File: src/rtl/spec_phase_sched.sv
// Frame phase scheduler: sequences ACC -> DRAIN -> BG -> PD -> DONE and arbitrates the DPRAM read port.
// Optional BG/PD watchdog enabled by defining SPEC_SCHED_WATCHDOG_EN.
module spec_phase_sched #(
   parameter int PCNT_W      = 16,
   parameter int ADDR_W      = 14,
   parameter int WDOG_CYCLES = 65535
) (
   input  logic              clk_i,
   input  logic              rst_i,
   input  logic              start_i,
   input  logic              abort_i,
   input  logic [PCNT_W-1:0] pulse_target_i,
   input  logic              spec_acc_done_i,
   input  logic              bg_done_i,
   input  logic              pd_done_i,
   input  logic [ADDR_W-1:0] acc_rdaddr_i,
   input  logic [ADDR_W-1:0] pd_rdaddr_i,
   input  logic [ADDR_W-1:0] host_rdaddr_i,
   input  logic              host_rd_req_i,
   output logic              host_rd_gnt_o,
   output logic [ADDR_W-1:0] ram_rdaddr_o,
   output logic              capture_en_o,
   output logic              acc_ctrl_o,
   output logic              bg_en_o,
   output logic              pd_en_o,
   output logic [PCNT_W-1:0] pulse_count_o,
   output logic              busy_o,
   output logic              frame_done_o,
   output logic              err_o
);

   typedef enum logic [2:0] {
      S_IDLE, S_ACC, S_DRAIN, S_BG, S_PD, S_DONE
   } state_t;

   state_t            state_q;
   logic [PCNT_W-1:0] target_q;
   logic [1:0]        drain_cnt_q;
   logic [PCNT_W-1:0] count_inc;

`ifdef SPEC_SCHED_WATCHDOG_EN
   localparam int WDOG_W = $clog2(WDOG_CYCLES + 1);
   logic [WDOG_W-1:0] wdog_cnt_q;
   logic              wdog_hit;
   assign wdog_hit = (wdog_cnt_q == WDOG_W'(WDOG_CYCLES - 1));
`endif

   assign count_inc = pulse_count_o + 1'b1;

   // PD owns the port outright; the host can only hold a grant while IDLE.
   always_comb begin
      ram_rdaddr_o = acc_rdaddr_i;
      if (state_q == S_PD)
         ram_rdaddr_o = pd_rdaddr_i;
      else if (host_rd_gnt_o)
         ram_rdaddr_o = host_rdaddr_i;
   end

   // NOTE: every register here is updated with <= so all branches see the pre-edge values.
   always_ff @(posedge clk_i or posedge rst_i) begin
      if (rst_i) begin
         state_q       <= S_IDLE;
         target_q      <= '0;
         drain_cnt_q   <= '0;
         host_rd_gnt_o <= 1'b0;
         capture_en_o  <= 1'b0;
         acc_ctrl_o    <= 1'b0;
         bg_en_o       <= 1'b0;
         pd_en_o       <= 1'b0;
         pulse_count_o <= '0;
         busy_o        <= 1'b0;
         frame_done_o  <= 1'b0;
         err_o         <= 1'b0;
`ifdef SPEC_SCHED_WATCHDOG_EN
         wdog_cnt_q    <= '0;
`endif
      end else begin
         // NOTE: defaulting the strobe here makes frame_done_o a single-cycle pulse.
         frame_done_o  <= 1'b0;
         host_rd_gnt_o <= host_rd_req_i && (state_q == S_IDLE);
`ifdef SPEC_SCHED_WATCHDOG_EN
         wdog_cnt_q    <= wdog_cnt_q + 1'b1;
`endif
         if (abort_i) begin
            state_q      <= S_IDLE;
            capture_en_o <= 1'b0;
            acc_ctrl_o   <= 1'b0;
            bg_en_o      <= 1'b0;
            pd_en_o      <= 1'b0;
            busy_o       <= 1'b0;
         end else begin
            unique case (state_q)
               S_IDLE: begin
                  // A pending or granted host read blocks the start without flagging it.
                  if (start_i && !host_rd_gnt_o && !host_rd_req_i) begin
                     if (pulse_target_i == '0) begin
                        err_o <= 1'b1;
                     end else begin
                        state_q       <= S_ACC;
                        target_q      <= pulse_target_i;
                        pulse_count_o <= '0;
                        err_o         <= 1'b0;
                        capture_en_o  <= 1'b1;
                        acc_ctrl_o    <= 1'b0;
                        busy_o        <= 1'b1;
                     end
                  end
               end
               S_ACC: begin
                  if (spec_acc_done_i) begin
                     pulse_count_o <= count_inc;
                     acc_ctrl_o    <= 1'b1;
                     if (count_inc == target_q) begin
                        state_q      <= S_DRAIN;
                        drain_cnt_q  <= '0;
                        capture_en_o <= 1'b0;
                        acc_ctrl_o   <= 1'b0;
                     end
                  end
               end
               S_DRAIN: begin
                  if (drain_cnt_q == 2'd3) begin
                     state_q <= S_BG;
                     bg_en_o <= 1'b1;
`ifdef SPEC_SCHED_WATCHDOG_EN
                     wdog_cnt_q <= '0;
`endif
                  end else begin
                     drain_cnt_q <= drain_cnt_q + 1'b1;
                  end
               end
               S_BG: begin
                  if (bg_done_i) begin
                     state_q <= S_PD;
                     bg_en_o <= 1'b0;
                     pd_en_o <= 1'b1;
`ifdef SPEC_SCHED_WATCHDOG_EN
                     wdog_cnt_q <= '0;
                  end else if (wdog_hit) begin
                     state_q <= S_IDLE;
                     bg_en_o <= 1'b0;
                     busy_o  <= 1'b0;
                     err_o   <= 1'b1;
`endif
                  end
               end
               S_PD: begin
                  if (pd_done_i) begin
                     state_q      <= S_DONE;
                     pd_en_o      <= 1'b0;
                     frame_done_o <= 1'b1;
`ifdef SPEC_SCHED_WATCHDOG_EN
                  end else if (wdog_hit) begin
                     state_q <= S_IDLE;
                     pd_en_o <= 1'b0;
                     busy_o  <= 1'b0;
                     err_o   <= 1'b1;
`endif
                  end
               end
               S_DONE: begin
                  state_q <= S_IDLE;
                  busy_o  <= 1'b0;
               end
               default: state_q <= S_IDLE;
            endcase
         end
      end
   end

endmodule

File: config.mk
export PLATFORM = sky130hd
export DESIGN_NAME = spec_phase_sched
export DESIGN_NICKNAME = d
export VERILOG_FILES = /design/src/rtl/spec_phase_sched.sv
export SDC_FILE = /design/constraint.sdc
export NUM_CORES = 1
export LEC_CHECK = 0
export CAP_MARGIN = 20
export CORE_UTILIZATION = 45
export DETAILED_ROUTE_END_ITERATION = 10
export DONT_BUFFER_PORTS = 1
export HOLD_SLACK_MARGIN = 0.06
export PLACE_DENSITY = 0.73
export SLEW_MARGIN = 25
export SYNTH_ARGS = -nofsm -noshare
export SYNTH_HDL_FRONTEND = slang
export SYNTH_SLANG_ARGS = --single-unit
File: constraint.sdc
create_clock -name clk_i -period 2.57 [get_ports clk_i]
set_clock_uncertainty 0.15 [all_clocks]
set_input_delay 0.257 -clock clk_i [delete_from_list [all_inputs] [get_ports clk_i]]
set_output_delay 0.257 -clock clk_i [all_outputs]
set_load 0.005 [all_outputs]
==> reports/metrics.cfg <==
[floorplanning]
ios = 104
die_w_um = 83.3
num_rows = 29
core_um2 = 6350
initial_core_util_pct = 46.9
die_area_um2 = 6940
chipHeight_um = 83.3

[cells_and_area]
layout_commonest_cell = dfrtp_1
final_cell_mix = 43 x dfrtp_1, 38 x nand2_1, 36 x o21ai_0, 26 x buf_4, 22 x dlygate4sd3_1
register_area_um2 = 1130
final_nets = 430
multiInputGateArea_um2 = 1740
finalInstanceArea_um2 = 3520
fin_cells = 440
drive_above_1_share_pct = 19.3
syn2layout_area_growth_pct = 18.3
insertedDiodeCount = 0
fillCellCount = 558

[grt]
grt_pass1_vias = 2630
grt_pass1_wl_mm = 12.7
grt-ovfl-total = 0
grt_max_degree = 46
grt_usage_pct = 23.0
antenna_found_initial = 0

[synthesis]
async_flop_share_pct = 100
ys_ff_latch = 45
ys_types = 58
synthCells = 329
ys.flop_type = dfrtp_1
syn_area_um2 = 2980
ys_seq_area_share_pct = 37.8
ys_warn_count = 0
avgSynthCellArea_um2 = 9.04
syn-num-nets = 397
synth_edf_count = 0

[route]
drtPass1Iterations = 5
routed.top_layer = met4
drt-met1-wl_mm = 3.14
wl_per_cell_um = 17.8
ant_nets = 0
wl_met2_mm = 3.96
drt_wl_total_mm = 7.85
drt_iter0_drc = 80
viasPerCell = 5.98
vias = 2630
met3WireLength_um = 555
drc_errors = 0

[sta]
report.final.setup_viol = 0
slew_headroom_pct = 47.4
post-route-period-util_pct = 95.3
rsz0062_at_grt = false
fmax_ghz = 0.408
hold_viol = 0
worst_pin_slew_ps = 790
finalMaxSlewViolations = 0
min_period_ps = 2450

[worst_setup_path]
crit_path_start = drain_cnt_q[0]
reg2reg_to = pulse_count_o[14]
r2r_slack_ps = 120
cp.arrival_ps = 2500
endpoint = pulse_count_o[14]
cp_max_fo = 6
critPathLaunchType = flip-flop
timing.rr.start = drain_cnt_q[0]
r2r_cells = 6
path_class = reg2reg
cp.required_ps = 2620
end_kind = flip-flop

[placement]
place_congestion = 0.921
placed_cells = 410
dp_hpwl_mm = 5.82
portBuffers = 0
place_area_um2 = 3170

[clock_network]
cts_buffers = 5
cts.path.max_buffers = 2
cts_tree = done
htreeDepth = 2
cts.clk_slew.worst_paths_ps = 90
cts-root-buf = clkbuf_8
clock-sinks = 45
clk_latency_ps = 310

[hold_path]
min_path_cells = 3
hold_path_class = in2reg

[run]
cap_violations = 0

[power]
ir_worst_vdd_uv = 458
powerDensity_nw_per_um2 = 588
total_power_mw = 2.07
power.leakage_nw = 1.42

[status]
run_status = finished clean

## cell families after synthesis
logic type               Yosys count  share of synthesized area, %
AO/OA/AOI/OAI                     86                          19.1
AND/OR/NAND/NOR                  115                          20.1
adder cells (fa/ha/maj)            2                         0.841
XOR/XNOR                          18                          5.30
multiplexers                      34                          12.2
flip-flops                        45                          37.8
buffers and inverters             29                          4.63
## registers in the layout, summed over array words and instances, names as in the netlist, 2 cells and up
name and count:
target_q 16, drain_cnt_q 2, pulse_count_o 16, state_q 3
## report_power, final
part	switching, mW	internal, mW
Clock	0.271	0.198
Combinational	0.334	0.329
Sequential	0.103	0.834
Total	0.707	1.36
## worst max-delay path: stages (launching register included)
cell and delay (ps):
dfrtp_1 410, ha_1 240, or3b_2 480, a2111oi_4 390
and2_4 260, nand2_1 110, o41ai_1 300
## area by class of cell
| cell class | count | share of cell area (%) |
|---|---|---|
| Sequential cell | 45 | 32.1 |
| Clock buffer | 5 | 1.96 |
| Inverter | 6 | 0.676 |
| Tap cell | 77 | 2.74 |
| Timing Repair Buffer | 49 | 12.4 |
| Multi-Input combinational cell | 255 | 49.5 |
| Clock inverter | 3 | 0.711 |
## cell usage after synthesis, drive strengths merged, types with 2 or more instances
cell type   n  area, µm²
dfrtp      45       1130
nand2      39        149
o21ai      38        190
nor2       20       77.6
mux2       18        203
mux2i      16        160
xnor2      13        114
a21oi      12       60.1
clkbuf     12       46.3
buf        11       68.8
nand3      11       60.1
o31ai       8       65.1
a211oi      7       57.6
inv         6       22.5
nor4        6       43.8
a31oi       5       31.3
and3        5       31.3
nand2b      5       31.3
nor3        5       25.0
xor2        5       43.8
and2        4       25.0
nand4       4       25.0
a2111oi     3       51.3
and4        3       26.3
nand3b      3       22.5
or4         3       26.3
a211o       2       17.5
a31o        2       17.5
ha          2       25.0
nor2b       2       12.5
or3         2       17.5
or3b        2       17.5
## stage by stage
stage               util, %  setup WS, ps  setup TNS [ps]  hold WS (ps)
finish                 55.4           120               0          91.9
global route           55.4          17.6               0           113
CTS                    54.9          36.2               0          88.1
detailed placement     50.0         -29.0           -29.0           176
global placement       50.0          85.4               0           173
floorplan                 -          76.0               0           259
## how the worst min path moves through the flow
stage	startpoint	to	slack (ps)
6_report	abort_i	err_o	90
5_1_grt	abort_i	err_o	110
4_1_cts	abort_i	err_o	90
3_5_place_dp	abort_i	state_q[0]	180
3_3_place_gp	abort_i	state_q[0]	170
2_1_floorplan	pulse_target_i[15]	target_q[15]	260
## routing by layer
metal / track usage, % / vias up
met5: 0 / -
met4: 7.99 / 0
met3: 4.97 / 18
met2: 42.1 / 126
met1: 26.3 / 1214
li1: - / 1272
## what timing repair did
item	in CTS	in global routing
pin swaps	0	1
endpoints found under the hold margin	70	0
gates cloned	0	0
hold buffers	22	0
buffers inserted	0	0
resized for setup	1	6
endpoints found under the setup margin	1	6
No activity file was read; power rests on OpenSTA's default activity.
